==> src/rtl/rv32im_decode_pkg.sv <==
// Shared types and constants for the RV32IM decode stage: opcodes, funct fields,
// ALU/branch operation encodings and the decoded bundle carried through the stage.
package rv32im_decode_pkg;

    localparam int DEC_XLEN = 32;

    localparam logic [6:0] OPC_LUI    = 7'b0110111;
    localparam logic [6:0] OPC_AUIPC  = 7'b0010111;
    localparam logic [6:0] OPC_JAL    = 7'b1101111;
    localparam logic [6:0] OPC_JALR   = 7'b1100111;
    localparam logic [6:0] OPC_BRANCH = 7'b1100011;
    localparam logic [6:0] OPC_LOAD   = 7'b0000011;
    localparam logic [6:0] OPC_STORE  = 7'b0100011;
    localparam logic [6:0] OPC_OP_IMM = 7'b0010011;
    localparam logic [6:0] OPC_OP     = 7'b0110011;

    localparam logic [2:0] F3_ADD_SUB = 3'b000;
    localparam logic [2:0] F3_SLL     = 3'b001;
    localparam logic [2:0] F3_SLT     = 3'b010;
    localparam logic [2:0] F3_SLTU    = 3'b011;
    localparam logic [2:0] F3_XOR     = 3'b100;
    localparam logic [2:0] F3_SR      = 3'b101;
    localparam logic [2:0] F3_OR      = 3'b110;
    localparam logic [2:0] F3_AND     = 3'b111;

    localparam logic [6:0] F7_BASE = 7'b0000000;
    localparam logic [6:0] F7_ALT  = 7'b0100000;
    localparam logic [6:0] F7_MEXT = 7'b0000001;

    typedef enum logic [4:0] {
        ALU_ADD  = 5'd0,  ALU_SUB  = 5'd1,  ALU_SLL   = 5'd2,  ALU_SLT  = 5'd3,
        ALU_SLTU = 5'd4,  ALU_XOR  = 5'd5,  ALU_SRL   = 5'd6,  ALU_SRA  = 5'd7,
        ALU_OR   = 5'd8,  ALU_AND  = 5'd9,  ALU_LUI   = 5'd10,
        ALU_MUL  = 5'd16, ALU_MULH = 5'd17, ALU_MULHSU = 5'd18, ALU_MULHU = 5'd19,
        ALU_DIV  = 5'd20, ALU_DIVU = 5'd21, ALU_REM   = 5'd22, ALU_REMU = 5'd23
    } alu_op_e;

    typedef enum logic [2:0] {
        BR_EQ = 3'd0, BR_NE = 3'd1, BR_LT = 3'd2, BR_GE = 3'd3,
        BR_LTU = 3'd4, BR_GEU = 3'd5, BR_NONE = 3'd7
    } br_op_e;

    typedef enum logic [1:0] {
        ST_EMPTY = 2'd0, ST_FULL = 2'd1, ST_SKID = 2'd2
    } stage_state_e;

    typedef struct packed {
        logic [DEC_XLEN-1:0] pc;
        logic [6:0]          opcode;
        logic [2:0]          funct3;
        logic [4:0]          rs1;
        logic [4:0]          rs2;
        logic [4:0]          rd;
        logic [31:0]         imm;
        alu_op_e             alu_op;
        br_op_e              br_op;
        logic                rd_we;
        logic                uses_rs1;
        logic                uses_rs2;
        logic                is_mext;
        logic                illegal;
    } decode_bundle_t;

    localparam decode_bundle_t BUNDLE_RESET = '{
        pc: 32'h0, opcode: 7'h0, funct3: 3'h0, rs1: 5'h0, rs2: 5'h0, rd: 5'h0,
        imm: 32'h0, alu_op: ALU_ADD, br_op: BR_NONE, rd_we: 1'b0,
        uses_rs1: 1'b0, uses_rs2: 1'b0, is_mext: 1'b0, illegal: 1'b0
    };

    // Shared by OP and OP-IMM; alt selects SRA over SRL for funct3 101.
    function automatic alu_op_e base_alu_op(input logic [2:0] f3, input logic alt);
        alu_op_e op;
        case (f3)
            F3_ADD_SUB: op = ALU_ADD;
            F3_SLL:     op = ALU_SLL;
            F3_SLT:     op = ALU_SLT;
            F3_SLTU:    op = ALU_SLTU;
            F3_XOR:     op = ALU_XOR;
            F3_SR:      op = alt ? ALU_SRA : ALU_SRL;
            F3_OR:      op = ALU_OR;
            F3_AND:     op = ALU_AND;
            default:    op = ALU_ADD;
        endcase
        return op;
    endfunction

endpackage

==> src/rtl/rv32im_decode_if.sv <==
// Upstream (instruction in) and downstream (decoded bundle out) handshake bus of
// the decode stage; signal names are from the stage's point of view.
interface rv32im_decode_if #(
    parameter int XLEN         = 32,
    parameter int ALU_OP_WIDTH = 5,
    parameter int BR_OP_WIDTH  = 3
);
    logic                    i_valid;
    logic                    o_ready;
    logic [31:0]             i_inst;
    logic [XLEN-1:0]         i_pc;
    logic                    o_valid;
    logic                    i_ready;
    logic [XLEN-1:0]         o_pc;
    logic [6:0]              o_opcode;
    logic [2:0]              o_funct3;
    logic [4:0]              o_rs1_addr;
    logic [4:0]              o_rs2_addr;
    logic [4:0]              o_rd_addr;
    logic [XLEN-1:0]         o_imm;
    logic [ALU_OP_WIDTH-1:0] o_alu_op;
    logic [BR_OP_WIDTH-1:0]  o_branch_op;
    logic                    o_rd_we;
    logic                    o_uses_rs1;
    logic                    o_uses_rs2;
    logic                    o_is_mext;
    logic                    o_illegal;

    modport slave (
        input  i_valid, i_inst, i_pc, i_ready,
        output o_ready, o_valid, o_pc, o_opcode, o_funct3, o_rs1_addr, o_rs2_addr,
               o_rd_addr, o_imm, o_alu_op, o_branch_op, o_rd_we, o_uses_rs1,
               o_uses_rs2, o_is_mext, o_illegal
    );

    modport master (
        output i_valid, i_inst, i_pc, i_ready,
        input  o_ready, o_valid, o_pc, o_opcode, o_funct3, o_rs1_addr, o_rs2_addr,
               o_rd_addr, o_imm, o_alu_op, o_branch_op, o_rd_we, o_uses_rs1,
               o_uses_rs2, o_is_mext, o_illegal
    );
endinterface

==> src/rtl/rv32im_decode_comb.sv <==
// Combinational RV32I(+M) instruction decoder producing one decode_bundle_t.
// Define RV32M_EN to decode the M extension; otherwise those encodings are illegal.
module rv32im_decode_comb
    import rv32im_decode_pkg::*;
(
    input  logic [31:0]         i_inst,
    input  logic [DEC_XLEN-1:0] i_pc,
    output decode_bundle_t      o_dec
);
    logic [6:0]  opcode_s;
    logic [2:0]  f3_s;
    logic [6:0]  f7_s;
    logic [31:0] imm_i_s;
    logic [31:0] imm_s_s;
    logic [31:0] imm_b_s;
    logic [31:0] imm_u_s;
    logic [31:0] imm_j_s;
    logic        writes_rd_s;

    assign opcode_s = i_inst[6:0];
    assign f3_s     = i_inst[14:12];
    assign f7_s     = i_inst[31:25];
    assign imm_i_s  = {{20{i_inst[31]}}, i_inst[31:20]};
    assign imm_s_s  = {{20{i_inst[31]}}, i_inst[31:25], i_inst[11:7]};
    assign imm_b_s  = {{19{i_inst[31]}}, i_inst[31], i_inst[7], i_inst[30:25], i_inst[11:8], 1'b0};
    assign imm_u_s  = {i_inst[31:12], 12'h000};
    assign imm_j_s  = {{11{i_inst[31]}}, i_inst[31], i_inst[19:12], i_inst[20], i_inst[30:21], 1'b0};

    // Field extraction, immediate selection, op mapping and illegal detection.
    always_comb begin
        o_dec        = BUNDLE_RESET;
        o_dec.pc     = i_pc;
        o_dec.opcode = opcode_s;
        o_dec.funct3 = f3_s;
        o_dec.rs1    = i_inst[19:15];
        o_dec.rs2    = i_inst[24:20];
        o_dec.rd     = i_inst[11:7];
        writes_rd_s  = 1'b0;
        case (opcode_s)
            OPC_LUI, OPC_AUIPC: begin
                o_dec.imm    = imm_u_s;
                o_dec.alu_op = ALU_LUI;
                writes_rd_s  = 1'b1;
            end
            OPC_JAL: begin
                o_dec.imm   = imm_j_s;
                writes_rd_s = 1'b1;
            end
            OPC_JALR: begin
                o_dec.imm      = imm_i_s;
                o_dec.uses_rs1 = 1'b1;
                o_dec.illegal  = (f3_s != 3'b000);
                writes_rd_s    = 1'b1;
            end
            OPC_BRANCH: begin
                o_dec.imm      = imm_b_s;
                o_dec.uses_rs1 = 1'b1;
                o_dec.uses_rs2 = 1'b1;
                case (f3_s)
                    3'b000:  o_dec.br_op = BR_EQ;
                    3'b001:  o_dec.br_op = BR_NE;
                    3'b100:  o_dec.br_op = BR_LT;
                    3'b101:  o_dec.br_op = BR_GE;
                    3'b110:  o_dec.br_op = BR_LTU;
                    3'b111:  o_dec.br_op = BR_GEU;
                    default: o_dec.illegal = 1'b1;
                endcase
            end
            OPC_LOAD: begin
                o_dec.imm      = imm_i_s;
                o_dec.uses_rs1 = 1'b1;
                o_dec.illegal  = (f3_s == 3'b011) || (f3_s == 3'b110) || (f3_s == 3'b111);
                writes_rd_s    = 1'b1;
            end
            OPC_STORE: begin
                o_dec.imm      = imm_s_s;
                o_dec.uses_rs1 = 1'b1;
                o_dec.uses_rs2 = 1'b1;
                o_dec.illegal  = (f3_s > 3'b010);
            end
            OPC_OP_IMM: begin
                o_dec.imm      = imm_i_s;
                o_dec.uses_rs1 = 1'b1;
                o_dec.alu_op   = base_alu_op(f3_s, i_inst[30]);
                writes_rd_s    = 1'b1;
                if (f3_s == F3_SLL) begin
                    o_dec.illegal = (f7_s != F7_BASE);
                end else if (f3_s == F3_SR) begin
                    o_dec.illegal = (f7_s != F7_BASE) && (f7_s != F7_ALT);
                end else begin
                    o_dec.illegal = 1'b0;
                end
            end
            OPC_OP: begin
                o_dec.uses_rs1 = 1'b1;
                o_dec.uses_rs2 = 1'b1;
                writes_rd_s    = 1'b1;
                case (f7_s)
                    F7_BASE: o_dec.alu_op = base_alu_op(f3_s, 1'b0);
                    F7_ALT: begin
                        if (f3_s == F3_ADD_SUB) begin
                            o_dec.alu_op = ALU_SUB;
                        end else if (f3_s == F3_SR) begin
                            o_dec.alu_op = ALU_SRA;
                        end else begin
                            o_dec.illegal = 1'b1;
                        end
                    end
                    F7_MEXT: begin
`ifdef RV32M_EN
                        o_dec.alu_op  = alu_op_e'({2'b10, f3_s});
                        o_dec.is_mext = 1'b1;
`else
                        o_dec.illegal = 1'b1;
`endif
                    end
                    default: o_dec.illegal = 1'b1;
                endcase
            end
            default: o_dec.illegal = 1'b1;
        endcase
        o_dec.illegal = o_dec.illegal | (i_inst[1:0] != 2'b11);
        o_dec.rd_we   = writes_rd_s && !o_dec.illegal && (o_dec.rd != 5'd0);
    end
endmodule

==> src/rtl/rv32im_decode_stage.sv <==
// Registered RV32IM decode stage: decoder + output register + one-entry skid buffer,
// strict FIFO under back-pressure, flush kills everything held. Honours RV32M_EN.
module rv32im_decode_stage
    import rv32im_decode_pkg::*;
#(
    parameter int XLEN         = 32,
    parameter int ALU_OP_WIDTH = 5,
    parameter int BR_OP_WIDTH  = 3
) (
    input  logic           i_clk,
    input  logic           i_rst_n,
    input  logic           i_flush,
    rv32im_decode_if.slave dec_if
);
    stage_state_e   state_q, state_d;
    decode_bundle_t out_q, out_d;
    decode_bundle_t skid_q, skid_d;
    decode_bundle_t dec_new;
    logic           accept_s;
    logic           drain_s;
    logic           ready_s;
    logic           valid_s;

    rv32im_decode_comb u_decode (
        .i_inst (dec_if.i_inst),
        .i_pc   (DEC_XLEN'(dec_if.i_pc)),
        .o_dec  (dec_new)
    );

    assign ready_s  = (state_q != ST_SKID);
    assign valid_s  = (state_q != ST_EMPTY);
    assign accept_s = dec_if.i_valid && ready_s && !i_flush;
    assign drain_s  = valid_s && dec_if.i_ready;

    // Next state and register loads; flush overrides any transfer this cycle.
    always_comb begin
        state_d = state_q;
        out_d   = out_q;
        skid_d  = skid_q;
        if (i_flush) begin
            state_d = ST_EMPTY;
        end else begin
            case (state_q)
                ST_EMPTY: begin
                    if (accept_s) begin
                        state_d = ST_FULL;
                        out_d   = dec_new;
                    end else begin
                        state_d = ST_EMPTY;
                    end
                end
                ST_FULL: begin
                    if (accept_s && drain_s) begin
                        out_d = dec_new;
                    end else if (accept_s) begin
                        state_d = ST_SKID;
                        skid_d  = dec_new;
                    end else if (drain_s) begin
                        state_d = ST_EMPTY;
                    end else begin
                        state_d = ST_FULL;
                    end
                end
                ST_SKID: begin
                    if (drain_s) begin
                        state_d = ST_FULL;
                        out_d   = skid_q;
                    end else begin
                        state_d = ST_SKID;
                    end
                end
                default: state_d = ST_EMPTY;
            endcase
        end
    end

    // State, output register and skid register.
    always_ff @(posedge i_clk or negedge i_rst_n) begin
        if (!i_rst_n) begin
            state_q <= ST_EMPTY;
            out_q   <= BUNDLE_RESET;
            skid_q  <= BUNDLE_RESET;
        end else begin
            state_q <= state_d;
            out_q   <= out_d;
            skid_q  <= skid_d;
        end
    end

    assign dec_if.o_ready     = ready_s;
    assign dec_if.o_valid     = valid_s;
    assign dec_if.o_pc        = XLEN'(out_q.pc);
    assign dec_if.o_opcode    = out_q.opcode;
    assign dec_if.o_funct3    = out_q.funct3;
    assign dec_if.o_rs1_addr  = out_q.rs1;
    assign dec_if.o_rs2_addr  = out_q.rs2;
    assign dec_if.o_rd_addr   = out_q.rd;
    assign dec_if.o_imm       = XLEN'($signed(out_q.imm));
    assign dec_if.o_alu_op    = ALU_OP_WIDTH'(out_q.alu_op);
    assign dec_if.o_branch_op = BR_OP_WIDTH'(out_q.br_op);
    assign dec_if.o_rd_we     = out_q.rd_we;
    assign dec_if.o_uses_rs1  = out_q.uses_rs1;
    assign dec_if.o_uses_rs2  = out_q.uses_rs2;
    assign dec_if.o_is_mext   = out_q.is_mext;
    assign dec_if.o_illegal   = out_q.illegal;
endmodule

==> src/flat_wrapper.sv <==
// flat-port wrapper written by rule: the top's interface ports become plain ports
module rv32im_decode_stage_flat import rv32im_decode_pkg::*;
#(
    parameter int XLEN         = 32,
    parameter int ALU_OP_WIDTH = 5,
    parameter int BR_OP_WIDTH  = 3
)
  (i_clk, i_rst_n, i_flush, dec_if_i_valid, dec_if_i_inst, dec_if_i_pc, dec_if_i_ready, dec_if_o_ready, dec_if_o_valid, dec_if_o_pc, dec_if_o_opcode, dec_if_o_funct3, dec_if_o_rs1_addr, dec_if_o_rs2_addr, dec_if_o_rd_addr, dec_if_o_imm, dec_if_o_alu_op, dec_if_o_branch_op, dec_if_o_rd_we, dec_if_o_uses_rs1, dec_if_o_uses_rs2, dec_if_o_is_mext, dec_if_o_illegal);
  rv32im_decode_if #(.XLEN(XLEN), .ALU_OP_WIDTH(ALU_OP_WIDTH), .BR_OP_WIDTH(BR_OP_WIDTH)) dec_if_i ();
  input  logic i_clk;
  input  logic i_rst_n;
  input  logic i_flush;
  input wire logic [$bits(dec_if_i.i_valid)-1:0] dec_if_i_valid;
  input wire logic [$bits(dec_if_i.i_inst)-1:0] dec_if_i_inst;
  input wire logic [$bits(dec_if_i.i_pc)-1:0] dec_if_i_pc;
  input wire logic [$bits(dec_if_i.i_ready)-1:0] dec_if_i_ready;
  output wire logic [$bits(dec_if_i.o_ready)-1:0] dec_if_o_ready;
  output wire logic [$bits(dec_if_i.o_valid)-1:0] dec_if_o_valid;
  output wire logic [$bits(dec_if_i.o_pc)-1:0] dec_if_o_pc;
  output wire logic [$bits(dec_if_i.o_opcode)-1:0] dec_if_o_opcode;
  output wire logic [$bits(dec_if_i.o_funct3)-1:0] dec_if_o_funct3;
  output wire logic [$bits(dec_if_i.o_rs1_addr)-1:0] dec_if_o_rs1_addr;
  output wire logic [$bits(dec_if_i.o_rs2_addr)-1:0] dec_if_o_rs2_addr;
  output wire logic [$bits(dec_if_i.o_rd_addr)-1:0] dec_if_o_rd_addr;
  output wire logic [$bits(dec_if_i.o_imm)-1:0] dec_if_o_imm;
  output wire logic [$bits(dec_if_i.o_alu_op)-1:0] dec_if_o_alu_op;
  output wire logic [$bits(dec_if_i.o_branch_op)-1:0] dec_if_o_branch_op;
  output wire logic [$bits(dec_if_i.o_rd_we)-1:0] dec_if_o_rd_we;
  output wire logic [$bits(dec_if_i.o_uses_rs1)-1:0] dec_if_o_uses_rs1;
  output wire logic [$bits(dec_if_i.o_uses_rs2)-1:0] dec_if_o_uses_rs2;
  output wire logic [$bits(dec_if_i.o_is_mext)-1:0] dec_if_o_is_mext;
  output wire logic [$bits(dec_if_i.o_illegal)-1:0] dec_if_o_illegal;
  assign dec_if_i.i_valid = dec_if_i_valid;
  assign dec_if_i.i_inst = dec_if_i_inst;
  assign dec_if_i.i_pc = dec_if_i_pc;
  assign dec_if_i.i_ready = dec_if_i_ready;
  assign dec_if_o_ready = dec_if_i.o_ready;
  assign dec_if_o_valid = dec_if_i.o_valid;
  assign dec_if_o_pc = dec_if_i.o_pc;
  assign dec_if_o_opcode = dec_if_i.o_opcode;
  assign dec_if_o_funct3 = dec_if_i.o_funct3;
  assign dec_if_o_rs1_addr = dec_if_i.o_rs1_addr;
  assign dec_if_o_rs2_addr = dec_if_i.o_rs2_addr;
  assign dec_if_o_rd_addr = dec_if_i.o_rd_addr;
  assign dec_if_o_imm = dec_if_i.o_imm;
  assign dec_if_o_alu_op = dec_if_i.o_alu_op;
  assign dec_if_o_branch_op = dec_if_i.o_branch_op;
  assign dec_if_o_rd_we = dec_if_i.o_rd_we;
  assign dec_if_o_uses_rs1 = dec_if_i.o_uses_rs1;
  assign dec_if_o_uses_rs2 = dec_if_i.o_uses_rs2;
  assign dec_if_o_is_mext = dec_if_i.o_is_mext;
  assign dec_if_o_illegal = dec_if_i.o_illegal;
  rv32im_decode_stage #(.XLEN(XLEN), .ALU_OP_WIDTH(ALU_OP_WIDTH), .BR_OP_WIDTH(BR_OP_WIDTH)) u_core (.i_clk(i_clk), .i_rst_n(i_rst_n), .i_flush(i_flush), .dec_if(dec_if_i));
endmodule
==> config.mk <==
export PLATFORM = sky130hd
export DESIGN_NAME = rv32im_decode_stage_flat
export DESIGN_NICKNAME = d
export VERILOG_FILES = /design/src/rtl/rv32im_decode_pkg.sv /design/src/rtl/rv32im_decode_if.sv /design/src/rtl/rv32im_decode_comb.sv /design/src/rtl/rv32im_decode_stage.sv /design/src/flat_wrapper.sv
export SDC_FILE = /design/constraint.sdc
export NUM_CORES = 1
export LEC_CHECK = 0
export ABC_AREA = 0
export BUFFER_PORTS_ARGS = -buffer_cell sky130_fd_sc_hd__clkbuf_2
export CORE_MARGIN = 1
export CORE_UTILIZATION = 50
export DETAILED_ROUTE_END_ITERATION = 6
export HOLD_SLACK_MARGIN = 0.06
export PLACE_DENSITY_LB_ADDON = 0.15
export REMOVE_ABC_BUFFERS = 1
export SYNTH_ARGS = -nofsm -noshare
export SYNTH_HDL_FRONTEND = slang
export SYNTH_SLANG_ARGS = --single-unit
==> constraint.sdc <==
create_clock -name i_clk -period 1.66 [get_ports i_clk]
set_clock_uncertainty 0.2 [all_clocks]
set_input_delay 0.166 -clock i_clk [delete_from_list [all_inputs] [get_ports i_clk]]
set_output_delay 0.166 -clock i_clk [all_outputs]
set_load 0.03 [all_outputs]
== Word level (Yosys, flattened, before mapping) ==
Memories as Yosys holds them, arrays and structs flattened.
Cells that the tools add are included.

* $lt $le $gt $ge: 1
* Eq/ne operators: 26
* Muxes and demuxes: 30
* Bitwise gates (word level): 3
* Reductions and logical operators: 28

{| class="wikitable"
|+ Operators by type and width
! kind !! number
|-
| 2-to-1 mux 102 bit || 3
|-
| case mux 102 bit (3 select lines) || 1
|-
| case mux 32 bit (5 select lines) || 1
|-
| case mux 5 bit (8 select lines) || 1
|-
| == test 7 x 6 -> 1 bit (second input constant) || 4
|-
| == test 7 bit (second input constant) || 3
|-
| case mux 3 bit (6 select lines) || 1
|-
| case mux 5 bit (3 select lines) || 1
|-
| == test 7 x 5 -> 1 bit (second input constant) || 2
|-
| == test 3 bit (second input constant) || 4
|-
| OR reduction 6 bit || 2
|-
| 2-to-1 mux 1 bit || 11
|-
| case mux 5 bit (2 select lines) || 1
|-
| OR reduction 3 bit || 3
|-
| 2-to-1 mux 2 bit || 4
|-
| == test 7 x 2 -> 1 bit (second input constant) || 1
|-
| logical AND 1 bit || 7
|-
| logical NOT 7 bit || 1
|-
| inequality test 7 x 6 -> 1 bit (second input constant) || 1
|-
| case mux 1 bit (7 select lines) || 1
|-
| nonzero test 7 bit || 1
|-
| OR reduction 7 bit || 1
|-
| == test 3 x 2 -> 1 bit (second input constant) || 2
|-
| 2-to-1 mux 3 bit || 2
|-
| 22 further kinds || 29
|}

* Register bits: 205
* Memory bits (read-only): 32
* Input port bits: 69
* Output and inout port bits: 104
* Logic and storage cells: 117
* Memories: 1

{| class="wikitable"
|+ Memories
! name !! words !! width !! rd ports !! clocked after Yosys merged registers in !! write ports !! RTL line !! text
|-
| (name not given) || 8 || 4 || 1 || 0 || 0 || rv32im_decode_pkg.sv:73 || <nowiki>case (f3)</nowiki>
|}

== Logic depth before layout (Yosys ltp) ==
* Depth after elaboration: 11
* Gate-level depth with buffers: 7
* Depth with buffers taken out: 7

== By module ==
A second synthesis with hierarchy kept.

* Cells, all modules: 771
* Area total of the unflattened synthesis: 11100.6 µm²

{| class="wikitable"
|+ Modules (own cells, without submodules)
! module !! instances !! cells an instance !! area an instance (µm²) !! sequential area each (µm²)
|-
| rv32im_decode_stage || 1 || 560 || 9634.2 || 5162.5
|-
| rv32im_decode_comb || 1 || 211 || 1466.4 || 0.0
|}

== Worst setup path after synthesis ==
No wires, ideal clock.

* Path type: register -> register
* Start: register u_core.state_q[1]
* End: register u_core.skid_q[18] (netlist bit)
* Setup time: 0.118 ns
* Arrival time: 1.505 ns
* Required time: 1.342 ns
* Setup slack: -0.163 ns
* Stages on the path, launching flop included: 8
* Path buffers: 3
* Period minus slack after synthesis: 1.823 ns
* Path through: dfrtp_1 > nand2b_1 > or3_1 > buf_2 > buf_2 > clkbuf_1 > nand2_1 > nand2_1

* Longest elaborated chain between the ends: 6
* Elaborated cells on any way between the ends: 9
* Classes of those cells: eq/ne (2); bitwise (1); reduce/logical (6)

{| class="wikitable"
|+ Ends and longest elaborated chain
! element !! RTL line !! text
|-
| from (decl) || rv32im_decode_stage.sv:15 || <nowiki>stage_state_e state_q, state_d;</nowiki>
|-
| from (signal assigned) || rv32im_decode_stage.sv:84 || <nowiki>state_q <= state_d;</nowiki>
|-
| inequality test 2 bit || rv32im_decode_stage.sv:30 || <nowiki>assign ready_s = (state_q != ST_SKID);</nowiki>
|-
| logical AND 1 bit (2 in series) || rv32im_decode_stage.sv:32 || <nowiki>assign accept_s = dec_if.i_valid && ready_s && !i_flush;</nowiki>
|-
| logical AND 1 bit || rv32im_decode_stage.sv:53 || <nowiki>if (accept_s && drain_s) begin</nowiki>
|-
| inverter 1 bit (no line) || n/a ||
|-
| AND reduction 4 bit (no line) * || n/a ||
|-
| to (signal assigned) || rv32im_decode_stage.sv:86 || <nowiki>skid_q <= skid_d;</nowiki>
|-
| to (decl) || rv32im_decode_stage.sv:17 || <nowiki>decode_bundle_t skid_q, skid_d;</nowiki>
|}

Every way passes the cells marked *; elsewhere a longest branch is shown, timed or not.
A chain may end at the register's enable or synchronous reset.

== Worst setup path in the final report ==
* Start: register u_core.state_q[0]
* End: register u_core.out_q, in the netlist u_core.dec_if.o_pc[10]

* Longest elaborated chain between the ends: 6
* Elaborated cells on any way between the ends: 15
* Classes of those cells: eq/ne (6); mux (1); reduce/logical (8)

{| class="wikitable"
|+ Ends and longest elaborated chain
! element !! RTL line !! text
|-
| inequality test 2 bit || rv32im_decode_stage.sv:30 ||
|-
| logical AND 1 bit (2 in series) || rv32im_decode_stage.sv:32 ||
|-
| logical AND 1 bit || rv32im_decode_stage.sv:53 ||
|-
| inequality test 2 x 1 -> 1 bit (no line) || n/a ||
|-
| AND reduction 5 bit (no line) || n/a ||
|-
| to (signal assigned) || rv32im_decode_stage.sv:85 || <nowiki>out_q <= out_d;</nowiki>
|-
| to (decl) || rv32im_decode_stage.sv:16 || <nowiki>decode_bundle_t out_q, out_d;</nowiki>
|}

Several ways; a longest one is shown, not always the timed one.

==> results.cfg <==
[power_and_ir_drop]
ir_drop_v = 0.0009804
p_leak_nw = 6.500
cellPowerDensity_mw_per_mm2 = 1099

[timing]
finalCriticalPeriod_ns = 2.028
whs_ns = 0.07749
fmax_mhz = 493.1
rsz0062_at_grt = true
worstMarginPinSlew_ns = 0.9345
finalSetupViolations = 202
hold_viol = 0
setup_slack_ns = -0.3681
slew_viol_final = 0
maxSlewHeadroom_pct = 37.18
finalCritPeriodShare_pct = 122.2

[clocking]
clk_latency_ns = 0.50
cts_buffer_depth = 3
cts_buffers = 22
clock-root-buffer = clkbuf_16
h-tree-depth = 1
cts_tree = built
clk_pin_slew_ns = 0.06
cts_sinks = 202

[synthesis]
yosysMostFrequentCell = nand2_1
yosysTopAreaCellShare_pct = 53.51
ys_ff_latch = 202
post_synth.cell_area_avg_um2 = 8.527
yosys-top-cells-area = dfrtp_1 (54%), nand2_1 (14%), nor2_1 (5.5%), a31oi_1 (3.9%), a21oi_1 (3.2%)
synthCells = 1075
yosysWarningCount = 0
synthFlopType = dfrtp_1
yosysTopAreaCell = dfrtp_1
synth_edf_count = 0
synth.distinct_cells = 56
ys_async_sr_fraction_pct = 100.0
yosysSeqAreaShare_pct = 55.23
syn_area_mm2 = 0.009166
synth_common_cells = nand2_1 (345), dfrtp_1 (196), nor2_1 (134)

[placement]
gp_routability_congestion = 0.9134
pre_cts_ws_ns = -0.4150
hpwlAfterDp_um = 17090
io_buffer_count = 170

[layout]
antenna_cells = 0
fill_cells = 1302
area_delta_synth_final_pct = 46.46
nets = 1494
drive_above_1_share_pct = 29.46

[route]
wl_per_cell_um = 17.53
num_vias = 9220
drt_first_pass_iters = 5
via_per_inst = 5.538
ant_nets = 0
drc = 0
drt_wl_total_um = 29190
drt-initial-drc-count = 576

[floorplan]
core_mm2 = 0.01796
die-area_mm2 = 0.01888
ios = 173
start_util_pct = 51.03
die_x_um = 137.4
die_h_um = 137.4
rows = 49

[global_route]
overflow = 0
antenna_found_initial = 0
grt_start_max_net_pins = 68
grt_use_total_pct = 29.22
grt_pass1_wl_um = 43330
first_global_vias = 8572

[hold_path]
hp-start = dec_if_i_ready
whs_path_depth = 5
hp-class = input pin to flip-flop

[setup_path]
critPathLaunch = u_core.state_q[0]$_DFFE_PN0P_
cp.required_ns = 1.85
crit_fanout = 8
crit_path_end_kind = flip-flop
ff2ff_path_depth = 8
critPathArrivalTime_ns = 2.22
rr_startpoint = u_core.state_q[0]$_DFFE_PN0P_
start_kind = flip-flop
worstSetupPathType = flip-flop to flip-flop

[run_status]
status = finished with violations
violations = setup timing

[job]
drv_cap = 0
[worst max-delay path, cell delays in order (launching register included)]
cell,delay (ns)
dfrtp_1,0.41
buf_4,0.17
nand3b_1,0.23
a21oi_4,0.18
buf_12,0.15
buf_12,0.16
buf_16,0.13
nor2_1,0.05
a31oi_1,0.22
[path summary, 6_finish.rpt]
| path | end | slack, ns |
|---|---|---|
| setup / recovery | u_core.dec_if.o_pc[10]$_DFFE_PN0P_ | -0.37 |
| hold / removal | u_core.skid_q[15]$_DFFE_PN0P_ | 0.08 |
| setup reg to reg | u_core.dec_if.o_pc[10]$_DFFE_PN0P_ | -0.37 |
| hold reg to reg | u_core.skid_q[5]$_DFFE_PN1P_ | 0.27 |
| max in group asynchronous | u_core.skid_q[48]$_DFFE_PN0P_ | 0.14 |
| min in group asynchronous | u_core.dec_if.o_pc[11]$_DFFE_PN0P_ | 0.47 |
[state kept, by name, indices dropped and copies added, names as in the netlist, 4 cells and up]
name / flops
u_core.dec_if.o_rs1_addr: 5
u_core.dec_if.o_rd_addr: 5
u_core.dec_if.o_opcode: 7
u_core.dec_if.o_rs2_addr: 5
u_core.dec_if.o_imm: 32
u_core.skid_q: 100
u_core.dec_if.o_alu_op: 4
u_core.dec_if.o_pc: 32
[metrics by stage]
stage / area, µm² / std cells / total power [mW] / setup TNS, ns / util [%]
after CTS: 13000 / 1647 / 14.57 / -30.46 / 72.34
after global placement: 11190 / 1524 / 9.392 / -19.35 / 62.30
after global routing: 13430 / 1665 / 15.42 / -54.59 / 74.74
after detailed placement: 11190 / 1524 / 9.480 / -23.50 / 62.30
final: 13430 / 1665 / 14.75 / -44.39 / 74.74
after floorplan: 8823 / 996 / 8.196 / -650.48 / -
[timing repair]
action                                  in CTS  in global routing
hold buffers                                71                  0
gates resized for setup                     46                 55
pin swaps                                    7                 13
cloned                                       5                 10
endpoints found under the setup margin     194                221
buffers inserted                             8                 10
endpoints found under the hold margin      372                  0
[cells by family after synthesis]
logic type,Yosys count,synth area share [%]
buf+inv,87,4.068
mux,3,0.3685
fa+ha+maj,4,0.5460
compound gates,221,14.77
flops,202,55.23
other cells,1,0.04091
simple gates,557,24.98
[layout by cell type, fill, tap and decap left out, drive strengths merged, types with 11 or more instances in the layout]
master	synthesis	layout
o21ai	41	41
a31oi	57	57
dfrtp	196	196
nor3	17	17
o22ai	11	11
a211oi	19	19
buf	24	150
nand3	21	21
nand2	345	345
nor2	134	134
dlygate4sd3	0	71
clkbuf	56	208
a21oi	61	61
[layout make-up]
| class | instances | area (µm²) | area share (%) |
|---|---|---|---|
| clock buffer | 31 | 625.6 | 4.660 |
| clock inverter | 8 | 90.09 | 0.6710 |
| inverter | 7 | 31.28 | 0.2330 |
| multi-input combinational | 788 | 3919 | 29.19 |
| sequential | 202 | 5062 | 37.71 |
| tap | 229 | 286.5 | 2.134 |
| timing repair buffer | 400 | 3411 | 25.41 |
[metal layers]
layer  wire length, µm  share of wire [%]  GRT usage [%]
met5                 0                  0              0
met3              1785                6.1          4.378
met4               756                2.6          8.608
met1             12210                 42          39.11
met2             14440                 49          49.08
[power breakdown]
group	internal [mW]	total, mW	switching, mW
combinational	1.33	3.48	2.15
sequential	5.84	6.38	0.534
clock	2.93	4.89	1.96
total	10.1	14.7	4.64
No activity file was read; power rests on OpenSTA's default activity.
